--- src/rtl/axis_packet_generator.sv ---
// axis_packet_generator
//   AXI4-Stream packet source for bring-up and throughput testing.
//   Emits packets of (beats_per_packet+1) beats with an optional partial
//   last beat, an optional idle gap between packets, a finite or continuous
//   packet count and two data patterns. Configuration is captured on start.
//
// Ports:
//   clk, reset         clock, asynchronous active-high reset
//   start, stop        one-cycle control pulses
//   beats_per_packet   index of last beat in a packet
//   last_bytes         valid bytes in last beat (0 or > DATA_W/8 = full)
//   num_packets        packets to send (0 = continuous)
//   gap_cycles         idle cycles between packets
//   pattern_sel        0 = replicated counter, 1 = lane-incrementing
//   busy, done         status: not idle / end-of-generation pulse
//   beat, packet_count current beat index / packets completed
//   axisout_*          AXI4-Stream master interface
module axis_packet_generator #(
  parameter int DATA_W  = 256,
  parameter int VALUE_W = 16,
  parameter int BEAT_W  = 4,
  parameter int CNT_W   = 16,
  parameter int GAP_W   = 8
) (
  input  logic                      clk,
  input  logic                      reset,
  input  logic                      start,
  input  logic                      stop,
  input  logic [BEAT_W-1:0]         beats_per_packet,
  input  logic [$clog2(DATA_W/8):0] last_bytes,
  input  logic [CNT_W-1:0]          num_packets,
  input  logic [GAP_W-1:0]          gap_cycles,
  input  logic                      pattern_sel,
  output logic                      busy,
  output logic                      done,
  output logic [BEAT_W-1:0]         beat,
  output logic [CNT_W-1:0]          packet_count,
  output logic [DATA_W-1:0]         axisout_tdata,
  output logic                      axisout_tvalid,
  output logic                      axisout_tlast,
  output logic [DATA_W/8-1:0]       axisout_tkeep,
  input  logic                      axisout_tready
);

  localparam int KEEP_W = DATA_W / 8;
  localparam int LANES  = DATA_W / VALUE_W;
  localparam int LB_W   = $clog2(KEEP_W) + 1;

  typedef enum logic [1:0] {IDLE, SEND, GAP} state_t;

  state_t             state_q, state_d;
  logic               valid_q, valid_d;
  logic               done_q, done_d;
  logic               stop_pend_q, stop_pend_d;
  logic [BEAT_W-1:0]  beat_q, beat_d;
  logic [CNT_W-1:0]   pkt_cnt_q, pkt_cnt_d;
  logic [VALUE_W-1:0] value_q, value_d;
  logic [GAP_W-1:0]   gap_cnt_q, gap_cnt_d;
  logic [BEAT_W-1:0]  bpp_q, bpp_d;
  logic [LB_W-1:0]    lb_q, lb_d;
  logic [CNT_W-1:0]   num_q, num_d;
  logic [GAP_W-1:0]   gap_q, gap_d;
  logic               pat_q, pat_d;

  logic               accept;
  logic               last_beat;
  logic [CNT_W-1:0]   pkt_next;
  logic               stop_now;

  assign accept    = valid_q & axisout_tready;
  assign last_beat = (beat_q == bpp_q);
  assign pkt_next  = pkt_cnt_q + CNT_W'(1);
  // A stop arriving in the same cycle as the decision counts as pending.
  assign stop_now  = stop_pend_q | stop;

  always_comb begin
    state_d     = state_q;
    valid_d     = valid_q;
    done_d      = 1'b0;
    stop_pend_d = stop_pend_q;
    beat_d      = beat_q;
    pkt_cnt_d   = pkt_cnt_q;
    value_d     = value_q;
    gap_cnt_d   = gap_cnt_q;
    bpp_d       = bpp_q;
    lb_d        = lb_q;
    num_d       = num_q;
    gap_d       = gap_q;
    pat_d       = pat_q;
    unique case (state_q)
      IDLE: begin
        if (start) begin
          bpp_d       = beats_per_packet;
          lb_d        = last_bytes;
          num_d       = num_packets;
          gap_d       = gap_cycles;
          pat_d       = pattern_sel;
          pkt_cnt_d   = '0;
          value_d     = '0;
          beat_d      = '0;
          stop_pend_d = 1'b0;
          valid_d     = 1'b1;
          state_d     = SEND;
        end
      end
      SEND: begin
        if (stop) stop_pend_d = 1'b1;
        if (accept) begin
          value_d = value_q + VALUE_W'(1);
          if (!last_beat) begin
            beat_d = beat_q + BEAT_W'(1);
          end else begin
            beat_d    = '0;
            pkt_cnt_d = pkt_next;
            if (stop_now || (num_q != '0 && pkt_next == num_q)) begin
              valid_d     = 1'b0;
              done_d      = 1'b1;
              stop_pend_d = 1'b0;
              state_d     = IDLE;
            end else if (gap_q != '0) begin
              // Counter runs gap_q-1 .. 0, giving exactly gap_q idle cycles.
              valid_d   = 1'b0;
              gap_cnt_d = gap_q - GAP_W'(1);
              state_d   = GAP;
            end
          end
        end
      end
      GAP: begin
        if (stop) stop_pend_d = 1'b1;
        if (gap_cnt_q == '0) begin
          if (stop_now) begin
            done_d      = 1'b1;
            stop_pend_d = 1'b0;
            state_d     = IDLE;
          end else begin
            valid_d = 1'b1;
            state_d = SEND;
          end
        end else begin
          gap_cnt_d = gap_cnt_q - GAP_W'(1);
        end
      end
      default: state_d = IDLE;
    endcase
  end

  always_ff @(posedge clk or posedge reset) begin
    if (reset) begin
      state_q     <= IDLE;
      valid_q     <= 1'b0;
      done_q      <= 1'b0;
      stop_pend_q <= 1'b0;
      beat_q      <= '0;
      pkt_cnt_q   <= '0;
      value_q     <= '0;
      gap_cnt_q   <= '0;
      bpp_q       <= '0;
      lb_q        <= '0;
      num_q       <= '0;
      gap_q       <= '0;
      pat_q       <= 1'b0;
    end else begin
      state_q     <= state_d;
      valid_q     <= valid_d;
      done_q      <= done_d;
      stop_pend_q <= stop_pend_d;
      beat_q      <= beat_d;
      pkt_cnt_q   <= pkt_cnt_d;
      value_q     <= value_d;
      gap_cnt_q   <= gap_cnt_d;
      bpp_q       <= bpp_d;
      lb_q        <= lb_d;
      num_q       <= num_d;
      gap_q       <= gap_d;
      pat_q       <= pat_d;
    end
  end

  always_comb begin
    axisout_tdata = '0;
    for (int unsigned i = 0; i < LANES; i++) begin
      axisout_tdata[i*VALUE_W +: VALUE_W] = pat_q ? value_q + VALUE_W'(i) : value_q;
    end
  end

  always_comb begin
    axisout_tkeep = '1;
    if (last_beat && lb_q != '0 && lb_q <= LB_W'(KEEP_W)) begin
      for (int unsigned i = 0; i < KEEP_W; i++) begin
        axisout_tkeep[i] = (LB_W'(i) < lb_q);
      end
    end
  end

  assign axisout_tvalid = valid_q;
  assign axisout_tlast  = last_beat;
  assign busy           = (state_q != IDLE);
  assign done           = done_q;
  assign beat           = beat_q;
  assign packet_count   = pkt_cnt_q;

endmodule

--- config.mk ---
export PLATFORM = sky130hd
export DESIGN_NAME = axis_packet_generator
export DESIGN_NICKNAME = d
export VERILOG_FILES = /design/src/rtl/axis_packet_generator.sv
export SDC_FILE = /design/constraint.sdc
export NUM_CORES = 1
export LEC_CHECK = 0
export ABC_AREA = 1
export CAP_MARGIN = 20
export CORE_UTILIZATION = 44
export DETAILED_ROUTE_END_ITERATION = 12
export GPL_TIMING_DRIVEN = 0
export PLACE_DENSITY = 0.79
export SYNTH_ARGS = -nofsm -noshare
export SYNTH_HDL_FRONTEND = slang
export SYNTH_SLANG_ARGS = --single-unit
--- constraint.sdc ---
create_clock -name clk -period 3.6 [get_ports clk]
set_input_delay 0.9 -clock clk [delete_from_list [all_inputs] [get_ports clk]]
set_output_delay 0.9 -clock clk [all_outputs]
set_load 0.02 [all_outputs]
# --- Word-level counts from Yosys, hierarchy flattened ---
# Index checks and enable logic that the tools add are counted.
op_classes:
  eq_ne: 13
  muxes: 62
  n_reduce_logical: 20
  add_sub_neg: 19
  n_bitwise: 2
  n_lt_le_gt_ge: 33
ops:
  columns: ["op", "count"]
  rows:
  - ["$mux W16", 19]
  - ["$add A16 B4 Y16 const B", 8]
  - ["$lt A5 B6 Y1 const A", 16]
  - ["$add A16 B3 Y16 const B", 4]
  - ["$pmux W16 S2", 2]
  - ["$lt A4 B6 Y1 const A", 8]
  - ["$mux W8", 5]
  - ["$add A16 B1 Y16 const B", 2]
  - ["$add A16 B2 Y16 const B", 2]
  - ["$mux W32", 1]
  - ["$lt A3 B6 Y1 const A", 4]
  - ["$mux W1", 20]
  - ["$eq A16 B16 Y1", 1]
  - ["$ne A2 B2 Y1 const B", 8]
  - ["$pmux W8 S2", 1]
  - ["$reduce_bool A16 Y1", 1]
  - ["$sub A8 B1 Y8 const B", 2]
  - ["$lt A1 B6 Y1 const A", 2]
  - ["$lt A2 B6 Y1 const A", 2]
  - ["$mux W2", 6]
  - ["$mux W4", 3]
  - ["$logic_not A8 Y1", 1]
  - ["$pmux W4 S2", 1]
  - ["$reduce_bool A8 Y1", 1]
  - ["23 further kinds", 29]
totals:
  output_inout_bits: 312
  regBits: 84

# --- Longest topological paths before layout ---
depth:
  word_depth: 8
  ltp_mapped: 17

# --- Worst setup path after synthesis ---
# Ideal clock, no wire load.
synth_path:
  path_kind: "register to output"
  start: "register value_q[2]"
  end: "output port axisout_tdata[255]"
  arrival_time_ns: 2.510
  t_required_ns: 2.700
  path_buffers: 1
  path_stages_with_launch: 11
  slack_ns: 0.190
  cell_sequence: "dfrtp_1 -> clkbuf_1 -> clkinv_1 -> ha_1 -> inv_1 -> a21oi_1 -> inv_1 -> a21oi_1 -> nor3_1 -> nand2_1 -> xor2_1"
synth_via:
  elab_chain_cells: 2
synth_lines:
  columns: ["element", "line_no", "text"]
  rows:
  - ["from (decl)", "57", "logic [VALUE_W-1:0] value_q, value_d;"]
  - ["from (signal assigned)", "170", "value_q <= value_d;"]
  - ["$add A16 B4 Y16", "183", "axisout_tdata[i*VALUE_W +: VALUE_W] = pat_q ? value_q + VALUE_W'(i) : value_q;"]
  - ["$mux W16", "183", null]
  - ["to (decl)", "38", "output logic [DATA_W-1:0] axisout_tdata,"]
# No other way between the ends.

# --- Worst setup path after layout ---
layout_path:
  start: "register value_q[5]"
  end: "output port axisout_tdata[109]"
layout_via:
  elab_chain_cells: 2
layout_lines:
  columns: ["element", "line_no"]
  rows:
  - ["$add A16 B3 Y16", "183"]
  - ["$mux W16", "183"]
# No other way between the ends.

==> results.cfg <==
[power_and_ir_drop]
pwr-share-seq_pct = 23.1
cellLeakagePower_uw = 0.00677
p_int_uw = 3310
swShare_pct = 48.1
powerDensity_nw_per_um2 = 489
irDropWorstVdd_mv = 0.500
combPwrFrac_pct = 62.5
clockPowerShare_pct = 14.4
power_switching_uw = 3070

[place]
dp_hpwl_um = 25600
portBuffers = 350
dpl_cell_area_um2 = 12300
gp_congestion = 0.951

[sta]
fin_crit_ns = 3.58
min_period_over_period_pct = 99.4
worst_slew_pin_slew_ns = 0.785
drv_slew = 0
hold_viol = 0
finalSetupTns_ns = 0
grt_setup_unrepaired = true
max_freq_mhz = 279
skew_ns = 0.00825
setup_viol = 0
relSlewSlack_pct = 47.7

[global_routing]
grt_start_max_net_pins = 72
antenna_found_initial = 0
grt_pass1_vias = 9269
grt-ovfl-total = 0
grt_use_total_pct = 31.9
grt_pass1_wl_um = 49500

[detailed_routing]
post_drt_wl_per_cell_um = 17.3
via_count = 9766
ant_nets = 0
drtIter0Drc = 835
drc = 0
drtPass1Iterations = 7
wirelength_um = 32300
via_per_inst = 5.23

[layout]
utilization_pct = 69.4
design_area_um2 = 13000
final_cell_mix = nand2_1 (298), clkdlybuf4s50_1 (198), xor2_1 (168), inv_1 (122), nor2_1 (115)
final_net_count = 1688
final_common_cell = nand2_1
syn_to_final_growth_pct = 54.4
drive_above_1_share_pct = 15.4
antenna_cells = 0

[clock_tree]
cts_made_buffers = 9
htree_num_levels = 3
cts.path.max_buffers = 2
clk_latency_ns = 0.35
holdBufCountCts = 0
clk_pin_slew_worst_paths_ns = 0.07
cts_tree = done
clock_sinks = 84
root_buffer = clkbuf_16

[die]
die_w_um = 140
fp.dieArea_um2 = 19700
std_cell_rows = 50
fp.coreArea_um2 = 18800
start_util_pct = 45.0
dieHeight_um = 140
io_pins = 352

[synthesis]
async_flop_share_pct = 100
syn_nets = 1310
synth_ff_type = dfrtp_1
syn-mean-instance-area_um2 = 6.75
yosysWarnings = 0
syn_area_um2 = 8440
synth_edf_count = 0
ys_ff_latch = 84
synthCells = 1250
synth.distinct_cells = 43
yosysSeqAreaShare_pct = 24.9

[critical_path]
cp.required_ns = 2.70
crit_family = buffers and inverters
crit_fanout = 10
crit_type = reg2out
startpoint_type = flip-flop
slowest_stage = dfrtp_1
critical_path_buf_inv_count = 4
slowest_delay_ns = 0.43
crit_top_cell = nand2_1
end_kind = output pin
crit_chain = buf_2 > nand2_1 > clkbuf_4 > nor2_2 > nand2_1 > clkinv_1 > nand2_1 > xor2_1 > dlygate4sd2_1
arrival_ns = 2.68

[hold_path]
min_path_type = reg2reg

[outcome]
status = completed

[flow_run]
cap_violations = 0
[state kept, by name, summed over array words and instances (netlist names)]
signal and count:
num_q 16, packet_count 16, value_q 16, gap_cnt_q 8, gap_q 8, lb_q 6
beat 4, bpp_q 4, state_q 2, axisout_tvalid 1, done 1, pat_q 1
stop_pend_q 1
[cell usage after synthesis (all sizes together) (3+ instances only)]
master,count,area (um2)
clkinv,8,30.0
o22ai,19,119
xor2,172,1510
dfrtp,84,2100
xnor3,3,67.6
nand2,312,1200
o21ai,79,395
mux2,16,180
nor4,3,33.8
a21oi,42,210
a31oi,18,113
nor3,15,86.3
ha,20,250
nand3,58,295
buf,59,382
inv,138,518
clkbuf,25,104
nor2,148,616
nand4,15,93.8
[final cells by class]
type,instances,area [um2]
buffer,82,536
clock buffer,9,225
clock inverter,7,58.8
fill,1597,5730
inverter,146,566
multi-input combinational,936,5680
sequential,84,2110
tap,234,293
timing repair buffer,369,3570
[power by group through the flow]
stage                     logic (uW)  clock network, uW  registers (uW)
after floorplan                 2400                  0            1440
after global placement          3790                  0            1490
after detailed placement        3840                  0            1490
after CTS                       3920                935            1460
after global routing            4290                973            1510
final                           3980                918            1470
[timing repair]
item	in CTS	in global routing
resized for setup	233	112
setup endpoints to repair	246	143
buffers inserted	12	6
gates cloned	0	0
pin swaps	6	5
[tightest hold or removal path, delay by kind of cell, from the launching register on]
family           cells  cell delay [ns]
AND/OR/NAND/NOR      2             0.10
flip-flops           1             0.34
[kinds of logic after synthesis]
logic type | count (synthesis) | share of synthesized area [%]
AO/OA/AOI/OAI | 168 | 10.9
XOR/XNOR | 177 | 18.9
adder cells (fa/ha/maj) | 20 | 2.97
buffers and inverters | 230 | 12.2
flip-flops | 84 | 24.9
multiplexers | 16 | 2.13
other | 1 | 0.0444
AND/OR/NAND/NOR | 554 | 27.8
[metal layers]
metal  up-vias  global-route usage, %  share of wire, %
met3        75                   5.91               7.9
met2       497                   55.0                48
met1      4508                   39.8                41
met5         -                      0                 0
li1       4686                      -                 -
met4         0                   11.2               3.0
[worst paths after layout]
check,startpoint,endpoint,slack (ns),cells after the start
max in group asynchronous,reset,gap_cnt_q[2],2.12,3
max,value_q[5],axisout_tdata[109],0.02,9
min reg2reg,gap_cnt_q[5],gap_cnt_q[5],0.47,2
min,gap_cnt_q[5],gap_cnt_q[5],0.47,2
max reg2reg,state_q[0],value_q[12],1.03,9
min in group asynchronous,reset,packet_count[7],0.84,2
[per-stage QoR]
stage / total power [uW] / hold slack [ns] / std cells / worst slack [ns]
3_5_place_dp: 5330 / 0.458 / 1835 / -1.02
6_report: 6370 / 0.473 / 1867 / 0.0220
2_1_floorplan: 3840 / 0.442 / 1250 / 0.190
5_1_grt: 6780 / 0.500 / 1867 / -0.0665
4_1_cts: 6320 / 0.475 / 1861 / -0.0821
3_3_place_gp: 5280 / 0.458 / 1834 / -1.00
Note: power is estimated with default switching activity, not from simulation.
